File: config.mk
export PLATFORM = sky130hd
export DESIGN_NAME = imem_port_arbiter
export DESIGN_NICKNAME = d
export VERILOG_FILES = /design/src/rtl/imem_port_arbiter.sv
export SDC_FILE = /design/constraint.sdc
export NUM_CORES = 1
export LEC_CHECK = 0
export CAP_MARGIN = 20
export CORE_ASPECT_RATIO = 1.4
export CORE_MARGIN = 2
export CORE_UTILIZATION = 30
export CTS_BUF_LIST = sky130_fd_sc_hd__clkbuf_4
export DETAILED_ROUTE_END_ITERATION = 10
export PLACE_DENSITY = 0.82
export SYNTH_ARGS = -nofsm -noshare
export SYNTH_HDL_FRONTEND = slang
export SYNTH_SLANG_ARGS = --single-unit
export TNS_END_PERCENT = 20
File: constraint.sdc
create_clock -name clk_i -period 4.7 [get_ports clk_i]
set_input_delay 1.175 -clock clk_i [delete_from_list [all_inputs] [get_ports clk_i]]
set_output_delay 1.175 -clock clk_i [all_outputs]
set_load 0.005 [all_outputs]
File: src/rtl/imem_port_arbiter.sv
// imem_port_arbiter: shares the single instruction-RAM port between the fetch
// stage (reads) and the program loader / debug writer (writes).
//
// Handshake: the loader holds ld_req_i with ld_addr_i/ld_data_i stable until
// it sees ld_ack_o high in the same cycle; that cycle is the RAM write. Fetch
// must stall while fetch_hold_o is high. instr_valid_o marks instr_o as the
// data for the read issued on the previous cycle.
//
// After reset the CPU is held in LOAD while the RAM is filled. In RUN, fetch
// owns the port until the loader asks. A WRITE burst of at most MAX_BURST
// writes follows, then a one-cycle REPLAY re-reads the held fetch address.
// dbg_state_o exposes the FSM state for checkers.
module imem_port_arbiter #(
    parameter int ADDR_W    = 32,
    parameter int DATA_W    = 16,
    parameter int MAX_BURST = 8
) (
    input  logic              clk_i,
    input  logic              reset_i,
    input  logic [ADDR_W-1:0] fetch_addr_i,
    input  logic              fetch_stall_i,
    output logic [DATA_W-1:0] instr_o,
    output logic              instr_valid_o,
    output logic              fetch_hold_o,
    input  logic              ld_req_i,
    input  logic [ADDR_W-1:0] ld_addr_i,
    input  logic [DATA_W-1:0] ld_data_i,
    output logic              ld_ack_o,
    input  logic              ld_done_i,
    output logic              ram_write_en_o,
    output logic [ADDR_W-1:0] ram_addr_o,
    output logic [DATA_W-1:0] ram_data_o,
    input  logic [DATA_W-1:0] ram_instr_i,
    output logic [1:0]        dbg_state_o
);

    typedef enum logic [1:0] {
        LOAD   = 2'd0,
        RUN    = 2'd1,
        WRITE  = 2'd2,
        REPLAY = 2'd3
    } state_t;

    localparam int CNT_W = $clog2(MAX_BURST + 1);

    state_t             state;
    logic [ADDR_W-1:0]  stored_addr;
    logic [CNT_W-1:0]   burst_cnt;
    logic               write_cyc;
    logic               read_cyc;

    assign dbg_state_o = state;
    assign instr_o     = ram_instr_i;

    // A cycle is a write only when the loader owns the port and is asking;
    // a cycle with reset asserted never writes, so an in-flight burst is dropped.
    always_comb begin
        write_cyc = reset_i && ld_req_i && ((state == LOAD) || (state == WRITE));
        read_cyc  = reset_i && ((state == RUN) || (state == REPLAY));
    end

    // Port mux: loader write, live fetch address, or the held fetch address.
    always_comb begin
        ram_write_en_o = write_cyc;
        ld_ack_o       = write_cyc;
        ram_data_o     = write_cyc ? ld_data_i : '0;
        fetch_hold_o   = !(reset_i && (state == RUN));
        if (write_cyc) begin
            ram_addr_o = ld_addr_i;
        end else if (reset_i && (state == RUN)) begin
            ram_addr_o = fetch_stall_i ? stored_addr : fetch_addr_i;
        end else begin
            ram_addr_o = stored_addr;
        end
    end

    // Mode sequencing, held fetch address, burst length and read-valid flag.
    always_ff @(posedge clk_i) begin
        if (!reset_i) begin
            state         <= LOAD;
            stored_addr   <= '0;
            burst_cnt     <= '0;
            instr_valid_o <= 1'b0;
        end else begin
            instr_valid_o <= read_cyc;
            case (state)
                LOAD: begin
                    if (ld_done_i) begin
                        state <= RUN;
                    end
                end
                RUN: begin
                    stored_addr <= ram_addr_o;
                    if (ld_req_i) begin
                        state     <= WRITE;
                        burst_cnt <= '0;
                    end
                end
                WRITE: begin
                    if (ld_req_i) begin
                        if (burst_cnt == CNT_W'(MAX_BURST - 1)) begin
                            state     <= REPLAY;
                            burst_cnt <= '0;
                        end else begin
                            burst_cnt <= burst_cnt + 1'b1;
                        end
                    end else begin
                        state     <= REPLAY;
                        burst_cnt <= '0;
                    end
                end
                REPLAY: begin
                    state <= RUN;
                end
                default: begin
                    state <= LOAD;
                end
            endcase
        end
    end

endmodule

==> metrics.csv <==
stage,metric,value,unit
routing,detailed-route DRC error count,0,
die,total core area,8150,um2
cells_and_area,multi-input logic area,1480,um2
cells_and_area,Area Overhead vs Synth,56.6,%
synth,#FFs+latches synth,39,
routing,Vias,2618,
placed_design,port buffer count,138,
global_route,initial antenna violation count,0,
cells_and_area,Reg area,781,um2
sta,Tightest Pin Transition,0.677,ns
synth,Synth area leaders,"dfxtp_1 (31%), a21oi_2 (21%), a22o_1 (11%)",
sta,crit path time final,4.27,ns
clock_network,"CTS clk-pin slew, worst paths",0.11,ns
sta,"Slew Viols, Final",0,
synth,Post-synth EDFFs,0,
die,Die ar.,9190,um2
clock_network,H-Tree Depth,2,
critical_path,Worst R2R End,stored_addr[14]$_SDFFE_PN0P_,
job,Max-cap violations,0,
power,PwrDens,412,nW/um2
placed_design,dpl hpwl,5.65,mm
cells_and_area,"leading cell types in the layout, fill and taps excluded","clkdlybuf4s50_1 (138), a21oi_2 (60), dfxtp_1 (39)",
power,peak supply drop,0.292,mV
die,Initial Util,0.310,
clock_network,Sink Count,39,
global_route,largest net degree at the start of global routing,33,
clock_network,Max clock buf depth,2,
critical_path,CP Cell Sequence,clkdlybuf4s50_1 > and3b_2 > buf_4 > a21oi_2 > a21oi_2 > clkdlybuf4s50_1,
cells_and_area,layout cell share with drive strength beyond 1,0.196,
synth,"Distinct cells, synth",36,
clock_network,CTS Buf Count,5,
sta,Clock Skew,0.0103,ns
cells_and_area,Finished Layout Cells,520,
global_route,GRT overflow,0,
clock_network,number of hold buffers added after cts,0,
sta,Rel. slew slack,0.546,
critical_path,Setup crit start kind,input pin,
critical_path,Worst R2R Setup Slack,2.72,ns
critical_path,Worst path slowest cell,clkdlybuf4s50_1,
global_route,vias in the first global route,2610,
cells_and_area,Final nets,524,
routing,Routed WL per cell,14.7,um
placed_design,global placement routability congestion,0.833,
critical_path,Critical Path End,ram_addr_o[9],
critical_path,CP startpoint,reset_i,
die,die width,81.6,um
critical_path,delay of the slowest critical-path stage,0.58,ns
cells_and_area,Fill cells,770,
status,outcome,"complete, no violations",
power,Final Power,1630,uW
die,IO Pins,171,
critical_path,Crit. End Element,output port,
sta,final period utilization,0.908,
synth,sequential area share after synthesis,0.309,
synth,Mapped Area,2530,um2
die,die height,113,um
critical_path,kind of critical path,input pin to output port,
cells_and_area,Antenna Cells,0,
global_route,first-pass GRT wire length,11.9,mm
synth,Ys Warns,0,
critical_path,Worst Path Arrival,3.09,ns
clock_network,"Setup Fix Bufs, Post-CTS",0,
routing,DR vias/cell,5.03,
critical_path,Worst Path Required,3.52,ns
routing,Initial DRC Count,81,
synth,Post-synth ARST share,0,
placed_design,dpl cells,512,
synth,Synthesized Nets,410,
die,num rows,39,
hold_path,min-delay worst type,flip-flop to flip-flop,
sta,Setup WS post-layout,0.432,ns
clock_network,Clock Latency Late Sink,0.34,ns
routing,ANT nets after route,0,
power,Pleak,0.00143,uW
sta,setup TNS,0,ns
clock_network,CTS tree,built,
sta,final setup fails,0,
synth,cell type with the highest aggregate area in the netlist,dfxtp_1,
placed_design,pre-CTS setup slack,0.433,ns
sta,final hold vios,0,
routing,Routed Wire Length,7.66,mm
clock_network,CTS Root Cell,clkbuf_4,
placed_design,area post-placement,3880,um2
cells_and_area,Finished Cell Area,3960,um2
cells_and_area,"commonest non-fill, non-tap cell in the layout",clkdlybuf4s50_1,
synth,Yosys top cell area share,0.309,
global_route,Total GRT Usage,0.163,
synth,Mapped Avg Cell Area,8.34,um2
critical_path,R2R depth,5,
sta,RSZ-0062 raised after global routing,no,
critical_path,r2r startpoint,dbg_state_o[1]$_SDFFE_PN0P_,
synth,Most used DFF post-synth,dfxtp_1,
critical_path,crit path max fanout,13,
synth,Mapped Cells,303,
sta,fmax,0.234,GHz
hold_path,hold path cells,1,
routing,Pre-Repair DR Iteration Count,4,
clock_network,# resized after CTS,0,
==> per-layer routing <==
layer  vias up  wire (um)  global-route usage  share of wire
li1       1258          -                   -              -
met1      1237       2940               0.173           0.38
met2       104       3920               0.307           0.51
met3        19        617              0.0338          0.081
met4         0        177              0.0567          0.023
met5         -          0                   0              0
==> synthesized netlist by cell type, drive strengths merged, types with 2 or more instances <==
cell and instances:
a21oi 65, dfxtp 39, nand2 37, nor2 33, a22o 32, buf 31
and2 17, clkbuf 10, ha 6, inv 6, a21boi 3, o21ai 3
nand3 2, nand4 2, nor2b 2, or4 2
==> stage by stage <==
stage          utilization  hold WS [ns]
5_1_grt              0.486         0.499
3_5_place_dp         0.476         0.455
6_report             0.486         0.486
2_1_floorplan            -         0.442
3_3_place_gp         0.476         0.455
4_1_cts              0.486         0.491
==> where the power goes <==
group | internal [uW] | switching, uW | total (uW) | leakage, uW
Clock | 110 | 115 | 224 | 0.0000426
Combinational | 528 | 450 | 978 | 0.00107
Sequential | 391 | 38.0 | 429 | 0.000317
Total | 1030 | 603 | 1630 | 0.00143
==> layout make-up <==
class	instances	area share
inverter	6	0.00569
clock inverter	3	0.00980
tap	102	0.0322
multi-input combinational	217	0.374
sequential	39	0.197
timing repair buffer	148	0.371
clock buffer	5	0.00948
==> critical path, delay by kind of cell <==
kind / cells / cell delay [ns]
AND/OR/NAND/NOR: 1 / 0.26
AO/OA/AOI/OAI: 2 / 0.26
buffers and inverters: 3 / 1.39
==> flip-flops by register name, summed over array words and instances (netlist names) <==
signal	count
stored_addr	32
burst_cnt	4
dbg_state_o	2
instr_valid_o	1
==> logic make-up after synthesis <==
logic type	count (synthesis)	synth area share
AO/OA/AOI/OAI	107	0.358
flip-flops	39	0.309
XOR/XNOR	1	0.00347
AND/OR/NAND/NOR	102	0.186
adder cells (fa/ha/maj)	6	0.0297
buffers and inverters	47	0.110
multiplexers	1	0.00396
==> how the worst min path moves through the flow <==
stage | to | slack (ns) | from
2_1_floorplan | stored_addr[0]$_SDFFE_PN0P_ | 0.44 | stored_addr[0]$_SDFFE_PN0P_
3_3_place_gp | stored_addr[30]$_SDFFE_PN0P_ | 0.45 | stored_addr[30]$_SDFFE_PN0P_
3_5_place_dp | stored_addr[19]$_SDFFE_PN0P_ | 0.45 | stored_addr[19]$_SDFFE_PN0P_
4_1_cts | stored_addr[1]$_SDFFE_PN0P_ | 0.49 | stored_addr[1]$_SDFFE_PN0P_
5_1_grt | stored_addr[2]$_SDFFE_PN0P_ | 0.50 | stored_addr[2]$_SDFFE_PN0P_
6_report | stored_addr[1]$_SDFFE_PN0P_ | 0.49 | stored_addr[1]$_SDFFE_PN0P_
Note: power is estimated with default switching activity, not from simulation.
